### config.mk
export PLATFORM = sky130hd
export DESIGN_NAME = mem_stage
export DESIGN_NICKNAME = d
export VERILOG_FILES = /design/src/rtl/mem_pkg.sv /design/src/rtl/mem_align.sv /design/src/rtl/mem_stage.sv
export SDC_FILE = /design/constraint.sdc
export NUM_CORES = 1
export LEC_CHECK = 0
export BUFFER_PORTS_ARGS = -buffer_cell sky130_fd_sc_hd__buf_2
export CAP_MARGIN = 25
export CELL_PAD_IN_SITES_DETAIL_PLACEMENT = 1
export CELL_PAD_IN_SITES_GLOBAL_PLACEMENT = 1
export CORE_AREA = 3 3 197 199
export DETAILED_ROUTE_END_ITERATION = 12
export DIE_AREA = 0 0 200 202
export PLACE_DENSITY = 0.75
export SYNTH_ARGS = -nofsm -noshare
export SYNTH_HDL_FRONTEND = slang
export SYNTH_SLANG_ARGS = --single-unit
export TNS_END_PERCENT = 10
### constraint.sdc
create_clock -name clock -period 2 [get_ports clock]
set_clock_uncertainty 0.15 [all_clocks]
set_input_delay 0.4 -clock clock [delete_from_list [all_inputs] [get_ports clock]]
set_output_delay 0.4 -clock clock [all_outputs]
set_load 0.005 [all_outputs]
### src/rtl/mem_pkg.sv
// Shared definitions for the memory pipeline stage.
// FSM states, load/store size encodings and sideband width.
package mem_pkg;

  localparam int SIDE_W = 72;

  localparam logic [2:0] F3_B  = 3'b000;
  localparam logic [2:0] F3_H  = 3'b001;
  localparam logic [2:0] F3_W  = 3'b010;
  localparam logic [2:0] F3_BU = 3'b100;
  localparam logic [2:0] F3_HU = 3'b101;

  typedef enum logic [1:0] {
    S_IDLE = 2'd0,
    S_REQ  = 2'd1,
    S_WAIT = 2'd2,
    S_DONE = 2'd3
  } mem_state_e;

endpackage

### src/rtl/mem_align.sv
// Byte/halfword lane handling for loads and stores.
// Pure combinational; unknown funct3 falls back to word access.
module mem_align
  import mem_pkg::*;
(
  input  logic [2:0]  i_funct3,
  input  logic [1:0]  i_addr_lo,
  input  logic [31:0] i_rdata,
  input  logic [31:0] i_sdata,
  output logic [31:0] o_ldata,
  output logic [31:0] o_wdata,
  output logic [3:0]  o_wmask
);

  logic [7:0]  w_byte;
  logic [15:0] w_half;

  always_comb begin
    w_byte = i_rdata[7:0];
    case (i_addr_lo)
      2'd0: w_byte = i_rdata[7:0];
      2'd1: w_byte = i_rdata[15:8];
      2'd2: w_byte = i_rdata[23:16];
      2'd3: w_byte = i_rdata[31:24];
      default: w_byte = i_rdata[7:0];
    endcase
    w_half = i_addr_lo[1] ? i_rdata[31:16] : i_rdata[15:0];
  end

  always_comb begin
    o_ldata = i_rdata;
    case (i_funct3)
      F3_B:  o_ldata = {{24{w_byte[7]}}, w_byte};
      F3_H:  o_ldata = {{16{w_half[15]}}, w_half};
      F3_BU: o_ldata = {24'd0, w_byte};
      F3_HU: o_ldata = {16'd0, w_half};
      default: o_ldata = i_rdata;
    endcase
  end

  always_comb begin
    o_wmask = 4'b1111;
    o_wdata = i_sdata;
    case (i_funct3)
      F3_B: begin
        o_wmask = 4'b0001 << i_addr_lo;
        o_wdata = {4{i_sdata[7:0]}};
      end
      F3_H: begin
        o_wmask = i_addr_lo[1] ? 4'b1100 : 4'b0011;
        o_wdata = {2{i_sdata[15:0]}};
      end
      default: begin
        o_wmask = 4'b1111;
        o_wdata = i_sdata;
      end
    endcase
  end

endmodule

### src/rtl/mem_stage.sv
// Pipeline MEM stage: holds one instruction, runs one data-bus
// transaction for loads/stores, and hands results to WB.
module mem_stage
  import mem_pkg::*;
(
  input  logic              clock,
  input  logic              reset_n,
  input  logic              ex_valid,
  output logic              mem_ready,
  input  logic [31:0]       pc_ex,
  input  logic [31:0]       inst_ex,
  input  logic [31:0]       alu_res_ex,
  input  logic [31:0]       store_data_ex,
  input  logic              load_en_ex,
  input  logic              store_en_ex,
  input  logic [2:0]        funct3_ex,
  input  logic [SIDE_W-1:0] side_ex,
  output logic              dmem_req_valid,
  input  logic              dmem_req_ready,
  output logic              dmem_req_wen,
  output logic [31:0]       dmem_req_addr,
  output logic [31:0]       dmem_req_wdata,
  output logic [3:0]        dmem_req_wmask,
  input  logic              dmem_resp_valid,
  input  logic [31:0]       dmem_resp_rdata,
  output logic              mem_valid,
  input  logic              wb_ready,
  output logic [31:0]       pc_mem,
  output logic [31:0]       inst_mem,
  output logic [31:0]       load_data_mem,
  output logic [31:0]       alu_res_mem,
  output logic [SIDE_W-1:0] side_mem
);

  mem_state_e        r_state;
  mem_state_e        w_next;
  logic              r_valid;
  logic [31:0]       r_pc;
  logic [31:0]       r_inst;
  logic [31:0]       r_alu;
  logic [31:0]       r_sdata;
  logic [31:0]       r_ldata;
  logic              r_load;
  logic              r_store;
  logic [2:0]        r_f3;
  logic [SIDE_W-1:0] r_side;

  logic        w_mem_op;
  logic        w_ready_go;
  logic        w_accept;
  logic        w_new_mem;
  logic [31:0] w_ldata;
  logic [31:0] w_wdata;
  logic [3:0]  w_wmask;

  assign w_mem_op   = r_load | r_store;
  assign w_ready_go = r_valid &
                      ((r_state == S_DONE) | ~w_mem_op);
  assign mem_ready  = ~r_valid | (w_ready_go & wb_ready);
  assign mem_valid  = w_ready_go;
  assign w_accept   = ex_valid & mem_ready;
  assign w_new_mem  = w_accept & (load_en_ex | store_en_ex);

  mem_align u_align (
    .i_funct3  (r_f3),
    .i_addr_lo (r_alu[1:0]),
    .i_rdata   (dmem_resp_rdata),
    .i_sdata   (r_sdata),
    .o_ldata   (w_ldata),
    .o_wdata   (w_wdata),
    .o_wmask   (w_wmask)
  );

  always_ff @(posedge clock or negedge reset_n) begin
    if (!reset_n) r_state <= S_IDLE;
    else          r_state <= w_next;
  end

  // DONE hands off like IDLE: a new load/store may enter the same edge.
  always_comb begin
    w_next = r_state;
    case (r_state)
      S_IDLE, S_DONE:
        if (mem_ready) w_next = w_new_mem ? S_REQ : S_IDLE;
      S_REQ:
        if (dmem_req_ready) w_next = S_WAIT;
      S_WAIT:
        if (dmem_resp_valid) w_next = S_DONE;
      default: w_next = S_IDLE;
    endcase
  end

  always_ff @(posedge clock or negedge reset_n) begin
    if (!reset_n) begin
      r_valid <= 1'b0;
      r_pc    <= '0;
      r_inst  <= '0;
      r_alu   <= '0;
      r_sdata <= '0;
      r_ldata <= '0;
      r_load  <= 1'b0;
      r_store <= 1'b0;
      r_f3    <= '0;
      r_side  <= '0;
    end else begin
      if (mem_ready) r_valid <= ex_valid;
      if (w_accept) begin
        r_pc    <= pc_ex;
        r_inst  <= inst_ex;
        r_alu   <= alu_res_ex;
        r_sdata <= store_data_ex;
        r_load  <= load_en_ex;
        r_store <= store_en_ex & ~load_en_ex;
        r_f3    <= funct3_ex;
        r_side  <= side_ex;
        r_ldata <= '0;
      end else if (r_state == S_WAIT && dmem_resp_valid) begin
        r_ldata <= r_load ? w_ldata : '0;
      end
    end
  end

  assign dmem_req_valid = (r_state == S_REQ);
  assign dmem_req_wen   = r_store;
  assign dmem_req_addr  = {r_alu[31:2], 2'b00};
  assign dmem_req_wdata = r_store ? w_wdata : '0;
  assign dmem_req_wmask = r_store ? w_wmask : '0;

  assign pc_mem        = r_pc;
  assign inst_mem      = r_inst;
  assign alu_res_mem   = r_alu;
  assign load_data_mem = r_ldata;
  assign side_mem      = r_side;

endmodule

# ---- Word level (Yosys, flattened, before mapping)
# Index checks and enable logic that the tools add are counted.
dict set report word_totals {
  out_inout_bits 272
  register_bits 240
  elab_cells 59
}
dict set report classes {
  n_shift 1
  mux 16
  reduce_logical 7
  n_eq_ne 12
  bitwise 12
}
# op count
set op_table {}
lappend op_table {{32-bit two-way mux} 4}
lappend op_table {{32-bit case mux with 4 select lines} 1}
lappend op_table {{32-bit case mux with 2 select lines} 1}
lappend op_table {{8-bit case mux with 4 select lines} 1}
lappend op_table {{16-bit two-way mux} 1}
lappend op_table {{2-bit equality test, second input constant} 4}
lappend op_table {{4-bit two-way mux} 2}
lappend op_table {{4-bit case mux with 2 select lines} 1}
lappend op_table {{3-bit equality test, second input constant} 2}
lappend op_table {{2-bit two-way mux} 3}
lappend op_table {{2-bit case mux with 3 select lines} 1}
lappend op_table {{1-bit bitwise AND} 5}
lappend op_table {{2-bit by 1-bit equality test with 1-bit output, second input constant} 2}
lappend op_table {{2-bit zero test} 2}
lappend op_table {{2-bit != test, second input constant} 2}
lappend op_table {{1-bit OR} 4}
lappend op_table {{1-bit by 2-bit left shift with 4-bit output, first input constant} 1}
lappend op_table {{3-bit by 1-bit equality test with 1-bit output, second input constant} 1}
lappend op_table {{3-bit zero test} 1}
lappend op_table {{1-bit inverter} 3}
lappend op_table {{3-bit AND reduction} 1}
lappend op_table {{2-bit by 1-bit != test with 1-bit output, second input constant} 1}
lappend op_table {{2-bit nonzero test} 1}
lappend op_table {{2-bit OR reduction} 1}
lappend op_table {{2 further kinds} 2}

# ---- Depth between registers and ports, before layout
# Gate-level depths: netlist of run 1.
dict set report depth {
  depth_word 11
  mapped_depth 8
}

# ---- Modules after synthesis
# Synthesis of run 1 repeated with hierarchy kept, for this count alone.
dict set report hier_totals {
  hier_cells 864
  area_unflattened_um2 11767.5
}
# module area_per_inst_um2 instances cells_per_inst
set by_module_without_submodules {}
lappend by_module_without_submodules {mem_stage 10568.9 1 680}
lappend by_module_without_submodules {mem_align 1198.6 1 184}

# ---- Least setup slack after synthesis of run 1
# No wires, ideal clock.
dict set report synth_timing {
  path_type {register to register}
  startpoint {register r_state[0]}
  endpoint {register r_ldata[16], in the netlist load_data_mem[16]}
  setup_time_ns 0.148
  path_slack_ns -0.026
  stages_incl_launch_ff 8
  synth_period_minus_slack_ns 2.026
  n_path_buf 2
  arrival_time_ns 1.728
  cell_sequence {dfrtp_1 > ha_1 > nand2b_1 > o221a_2 > buf_2 > nor2_1 > clkbuf_1 > o211ai_1}
}
dict set report synth_between {
  elab_chain_cells 7
  elab_cells_between_ends 10
  cone_classes {eq/ne: 2; mux: 1; bitwise: 5; reduce/logical: 2}
}
# item line
set synth_rtl {}
lappend synth_rtl {{start, declared} mem_stage.sv:35} ;# mem_state_e r_state;
lappend synth_rtl {{start signal, assigned} mem_stage.sv:76} ;# else r_state <= w_next;
lappend synth_rtl {{2-bit equality test} mem_stage.sv:58} ;# ((r_state == S_DONE) | ~w_mem_op);
lappend synth_rtl {{1-bit OR} mem_stage.sv:58}
lappend synth_rtl {{1-bit bitwise AND} mem_stage.sv:57} ;# assign w_ready_go = r_valid &
lappend synth_rtl {{1-bit bitwise AND} mem_stage.sv:59} ;# assign mem_ready = ~r_valid | (w_ready_go & wb_ready);
lappend synth_rtl {{1-bit OR} mem_stage.sv:59}
lappend synth_rtl {{1-bit bitwise AND} mem_stage.sv:61} ;# assign w_accept = ex_valid & mem_ready;
lappend synth_rtl {{32-bit two-way mux / 2-bit nonzero test (equally long branches)} n/a}
lappend synth_rtl {{end signal, assigned} mem_stage.sv:118} ;# r_ldata <= r_load ? w_ldata : '0;
lappend synth_rtl {{end, declared} mem_stage.sv:42} ;# logic [31:0] r_ldata;
# Parallel ways exist; a longest one is shown, timed or not.
# A chain may end at the register's enable or synchronous reset.

# ---- Worst setup path after layout of run 1
dict set report layout_timing {
  startpoint {register r_f3[2]}
  endpoint {output dmem_req_wdata[11]}
}
dict set report layout_between {
  elab_chain_cells 3
  elab_cells_between_ends 4
  cone_classes {eq/ne: 1; mux: 2; reduce/logical: 1}
}
# item line
set layout_rtl {}
lappend layout_rtl {{start, declared} mem_stage.sv:45} ;# logic [2:0] r_f3;
lappend layout_rtl {{start signal, assigned} mem_stage.sv:114} ;# r_f3 <= funct3_ex;
lappend layout_rtl {{3-bit by 1-bit equality test with 1-bit output / 3-bit zero test (equally long branches)} mem_align.sv:44} ;# case (i_funct3)
lappend layout_rtl {{32-bit case mux with 2 select lines (*)} mem_align.sv:44}
lappend layout_rtl {{32-bit two-way mux (*)} mem_stage.sv:126} ;# assign dmem_req_wdata = r_store ? w_wdata : '0;
lappend layout_rtl {{end, declared} mem_stage.sv:22} ;# output logic [31:0] dmem_req_wdata,
# Mark *: on every way between the ends. The rest lies on a longest branch, timed or not.

==> results by group, run 1 <==
Outcome
  – Run status: finished with violations
  – Failing checks: negative setup slack

Worst hold path
  – Hold-critical path endpoint: load_data_mem[27]
  – Hold depth: 3
  – Worst Hold Class: in2reg
  – Hold Startpoint: dmem_resp_rdata[27]

Detailed routing
  – Post-route ant nets: 0
  – Iteration-0 DRC Markers: 493
  – DR WL/cell: 19.7 µm
  – Total Wirelength: 48,700 µm
  – Vias: 11,500
  – DR DRC count: 0
  – Vias per cell: 4.65
  – Pre-antenna DRT Iters: 4

Yosys
  – Post-synthesis sequential area ratio: 57.4%
  – Post-Syn Area per Cell: 8.70 µm²
  – Ys async rst share: 100%
  – Post-synthesis register bit count: 240
  – Synth area leader: dfrtp_1
  – Synth unique cells: 41
  – Total of warnings raised by yosys: 0
  – Post-Syn Area: 0.0105 mm²
  – Share of the synthesized area in the top cell type: 57.4%
  – Synth top area cells: dfrtp_1 (57%), nand2_1 (24%), buf_4 (2.4%)
  – Post-synth top flop: dfrtp_1
  – Post-synth EDFFs: 0
  – Post-synth top cells: nand2_1 (674), dfrtp_1 (240), clkbuf_1 (58), buf_4 (33), a21boi_0 (18)
  – Most frequent cell after synthesis: nand2_1
  – Syn Inst Count: 1,204

Critical path
  – CP arrival: 1.88 ns
  – CP max FO: 6
  – CP startpoint kind: flip-flop
  – R2r startpoint: alu_res_mem[0]
  – Reg2reg end: load_data_mem[10]
  – Req. time, crit path: 1.45 ns
  – Worst setup EP type: primary output
  – R2R Setup Slk: 0.01 ns
  – Setup CP Type: reg2out
  – FF-to-FF path depth: 6

Power and ir drop
  – Pint: 15.1 mW
  – Sw Ratio: 39.8%
  – Clock power frac: 20.8%
  – Maximum vdd drop: 0.706 mV
  – Pwr/cell area: 1450 mW/mm²
  – Seq pwr share: 34.9%
  – Final Power: 25.0 mW
  – Switching power: 9.93 mW
  – Leakage: 9.47 nW
  – Fraction of power consumed by combinational cells: 44.3%

Place
  – Routability cong.: 0.845
  – I/O Buffers: 512
  – Dpl cell area: 0.0139 mm²
  – Hpwl dp: 29,900 µm

Finish
  – Area of the multi-input gates: 0.00411 mm²
  – Fraction of layout cells with a size suffix above 1: 34.6%
  – Area Overhead vs Synth: 65.1%
  – Nets: 2,182
  – Filler cell count: 4,438
  – Final instance area: 0.0173 mm²
  – Register area: 0.00601 mm²

CTS
  – Clock Tree Root: clkbuf_16
  – Clk sink count: 240
  – H-tree depth: 1
  – Total CTS buffers: 27
  – CTS tree: yes
  – Worst skew pair latency: 0.53 ns
  – Clock transition at path regs: 0.06 ns
  – Clock buffer depth: 3

Floorplan
  – Starting Density: 28.0%
  – Num ports: 515
  – Height of the die: 202 µm
  – Chip width: 200 µm
  – Core area: 0.0374 mm²
  – # rows: 71
  – Die area: 0.0404 mm²

Global route
  – Largest net degree at the start of global routing: 93
  – GR Util All Layers: 23.0%
  – First-pass GRT wire length: 74,000 µm
  – Number of global-route vias before repair: 13,200
  – GRT overflow: 0
  – Initial antenna violation count: 8

STA
  – Max Slew Vio Count: 0
  – Final hold viol count: 0
  – Final setup margin: -0.430 ns
  – Fmax: 412 MHz
  – Final Cycle Share: 121%
  – Final min period: 2.43 ns
  – Fin Hold WS: 0.0435 ns
  – # setup viols final: 36
  – RSZ-0062 raised after global routing: yes

Run
  – Max_cap viols: 0
worst max path at each step:
stage	startpoint	to	slack [ns]
floorplan	r_state[0]	load_data_mem[19]	-0.02
global placement	r_f3[2]	dmem_req_wdata[12]	0.03
detailed placement	alu_res_mem[1]	load_data_mem[0]	-0.03
CTS	r_f3[2]	dmem_req_wdata[21]	-0.39
global route	r_f3[2]	dmem_req_wdata[13]	-0.50
finish	r_f3[2]	dmem_req_wdata[11]	-0.43
power by group through the flow:
stage          sequential [mW]  clock, mW  combinational, mW
2_1_floorplan             8.44          0               4.83
3_3_place_gp              8.48          0               9.42
3_5_place_dp              8.55          0               9.76
4_1_cts                   8.54       5.30               10.4
5_1_grt                   8.95       5.54               12.2
6_report                  8.72       5.21               11.1
placed cells by master, fill, tap and decap left out, types with 10 or more instances in the layout:
| cell type | n |
|---|---|
| a21boi_2 | 10 |
| nand3_1 | 16 |
| o211ai_1 | 16 |
| nand2_1 | 665 |
| buf_4 | 46 |
| and2_1 | 11 |
| mux2_2 | 10 |
| dlygate4sd3_1 | 225 |
| buf_12 | 16 |
| nand2b_1 | 10 |
| clkbuf_16 | 27 |
| dfrtp_1 | 239 |
| o21ai_0 | 12 |
| buf_2 | 510 |
cell families (layout without fill, tap and decap cells):
kind of cell / after synthesis / count (layout) / share of synthesized area [%]
compound gates: 96 / 96 / 7.22
fa+ha+maj: 3 / 3 / 0.359
buf+inv: 111 / 860 / 5.32
flops: 240 / 240 / 57.4
mux: 21 / 21 / 2.37
other cells: 1 / 9 / 0.0358
simple gates: 732 / 732 / 27.4
worst max-delay path, cell delays in order, from the launching register on:
cell and delay (ns):
dfrtp_1 0.38, or2_4 0.30, buf_4 0.17, o21ai_0 0.27
a21boi_2 0.10, buf_2 0.14
layout make-up:
cell class	instances	area share (%)
repair buffers	804	32.2
inverters	9	0.217
multi-input cells	854	23.8
clock buffers	38	4.38
clock inverters	9	0.854
flip-flops and latches	240	34.8
diodes	7	0.101
well taps	511	3.70
flip-flops by register name, summed over array words and instances (netlist names):
register and cells:
r_f3 3, r_load 1, r_valid 1, side_mem 72, alu_res_mem 32, r_sdata 32, load_data_mem 32, dmem_req_wen 1
r_state 2, inst_mem 32, pc_mem 32
routing by layer:
metal  share of wire (%)  GRT usage [%]
met1                  38           25.5
met2                  52           42.8
met3                 6.7           5.35
met4                 3.7           7.95
met5               0.064              0
metrics by stage:
stage	TNS (ns)	cells	worst slack (ns)	utilization (%)
5_1_grt	-13.08	2471	-0.501	46.2
3_3_place_gp	0	2187	0.0345	37.0
4_1_cts	-10.22	2465	-0.392	45.7
2_1_floorplan	-0.177	1205	-0.0239	-
3_5_place_dp	-0.0570	2187	-0.0290	37.0
6_report	-9.54	2472	-0.430	46.2
timing repair:
item                       CTS  global route
hold endpoints to repair   271             0
pin swaps                    3            11
setup endpoints to repair   42           164
gates resized for setup     29            46
hold buffers               225             0
setup buffers                6             0
(Power assumes the default switching activity.)
==> run 2, diff against run 1 <==
- HOLD_SLACK_MARGIN: default -> 0.1
==> run 2 against run 1 <==
The flow still finishes with violations (negative setup slack). Utilization increased by 0.35 points. Design area increased by 0.75%. Cell count increased by 0.49%. Critical endpoint unchanged. Largest cell class unchanged. Highest routed layer is now met4.
==> results by group, run 2 (synthesized netlist as in run 1, its figures left out) <==
Outcome
  – Run status: finished with violations
  – Failing checks: negative setup slack

CTS
  – Clock Tree Root: clkbuf_16
  – Worst skew pair latency: 0.53 ns
  – Total CTS buffers: 27
  – Clock buffer depth: 3
  – H-tree depth: 1
  – CTS tree: yes
  – Clk sink count: 240
  – Clock transition at path regs: 0.06 ns

STA
  – RSZ-0062 raised after global routing: yes
  – Final min period: 2.43 ns
  – Final hold viol count: 0
  – Final Cycle Share: 121%
  – Fin Hold WS: 0.150 ns
  – Final setup margin: -0.428 ns
  – Fmax: 412 MHz
  – Max Slew Vio Count: 0
  – Relative slew slack: 62.1%
  – Slew @ Worst Pin: 0.565 ns
  – Setup_tns: -9.78 ns
  – # setup viols final: 53

Critical path
  – Setup CP Type: reg2out
  – WP buf/inv: 2
  – Largest stage delay, worst path: 0.38 ns
  – CP cell instances: or2_4, buf_4, o21ai_0, a21boi_2, buf_2
  – CP arrival: 1.88 ns
  – Crit-path leading delay family: flip-flops
  – Slowest CP cell: dfrtp_1
  – Req. time, crit path: 1.45 ns
  – CP startpoint kind: flip-flop
  – Worst setup EP type: primary output
  – CP max FO: 6

Detailed routing
  – Vias: 11,500
  – Total Wirelength: 48,900 µm
  – Iteration-0 DRC Markers: 511
  – DR DRC count: 0
  – DR WL/cell: 19.7 µm
  – Pre-antenna DRT Iters: 4
  – Vias per cell: 4.64
  – Post-route ant nets: 0

Floorplan
  – Die area: 0.0404 mm²
  – # rows: 71
  – Chip width: 200 µm
  – Num ports: 515
  – Height of the die: 202 µm
  – Core area: 0.0374 mm²
  – Starting Density: 28.0%

Place
  – I/O Buffers: 512
  – Place WS: -0.0290 ns
  – Hpwl dp: 29,900 µm
  – Routability cong.: 0.845

Global route
  – Initial antenna violation count: 6
  – Largest net degree at the start of global routing: 93
  – Grt met2 use: 43.1%
  – Grt peak-use layer: met2
  – Number of global-route vias before repair: 13,200
  – GR Layer Usage met3: 5.22%
  – GR Util met1: 25.4%
  – GR Util All Layers: 23.1%
  – GRT overflow: 0
  – First-pass GRT wire length: 74,100 µm

Power and ir drop
  – Pwr/cell area: 1430 mW/mm²
  – Final Power: 25.0 mW
  – Leakage: 9.53 nW
  – Maximum vdd drop: 0.702 mV

Finish
  – Nets: 2,195
  – Fraction of layout cells with a size suffix above 1: 34.5%
  – Largest register FFs: 72
  – Commonest non-fill, non-tap cell in the layout: nand2_1
  – Area Overhead vs Synth: 66.3%
  – Area of the multi-input gates: 0.00410 mm²
  – Most frequent cells in the layout: nand2_1 (664), buf_2 (510), dfrtp_1 (239)
  – Register area: 0.00601 mm²
  – Filler cell count: 4,419

Worst hold path
  – Worst Hold Class: in2reg

Run
  – Max_cap viols: 0
[run 2: where the power goes]
group	leakage [nW]	internal, mW	switching, mW
registers	3.02	7.05	1.67
logic	6.07	4.88	6.18
clock network	0.442	3.14	2.06
[run 2: path summary, 6_finish.rpt]
path,from,to,slack [ns],depth (start not counted)
setup / recovery,r_f3[2],dmem_req_wdata[11],-0.43,5
hold / removal,dmem_req_ready,r_state[1],0.15,3
setup reg to reg,alu_res_mem[0],load_data_mem[20],0.04,5
hold reg to reg,inst_mem[12],inst_mem[12],0.32,2
max in group asynchronous,reset_n,inst_mem[9],0.73,3
min in group asynchronous,reset_n,side_mem[70],0.22,2
[run 2: per-layer routing]
layer  part of all wire [%]  wire [µm]
met1                     38      18400
met4                    3.8       1840
met5                      0          0
met2                     52      25500
met3                    6.6       3210
[run 2: repair_timing]
action | in CTS | in global routing
setup endpoints to repair | 42 | 158
cloned | 0 | 0
buffers inserted | 6 | 0
gates resized for setup | 29 | 46
hold endpoints to repair | 451 | 0
hold buffers | 238 | 0
pin swaps | 3 | 9
[run 2: tightest hold or removal path, cell delays in order]
cell,delay (ns)
buf_2,0.10
o22ai_1,0.10
o21ai_0,0.18
[run 2: final cells by class]
cell class | count | share of cell area [%]
clock buffers | 38 | 4.35
inverters | 9 | 0.194
repair buffers | 817 | 32.8
diodes | 6 | 0.0862
clock inverters | 9 | 0.848
well taps | 511 | 3.67
multi-input cells | 854 | 23.6
flip-flops and latches | 240 | 34.5
[run 2: stage by stage]
| stage | utilization (%) | instance area, µm² | instances |
|---|---|---|---|
| global placement | 37.0 | 13900 | 2187 |
| global route | 46.6 | 17400 | 2484 |
| CTS | 46.1 | 17200 | 2478 |
| floorplan | - | 10500 | 1205 |
| detailed placement | 37.0 | 13900 | 2187 |
| finish | 46.6 | 17400 | 2484 |
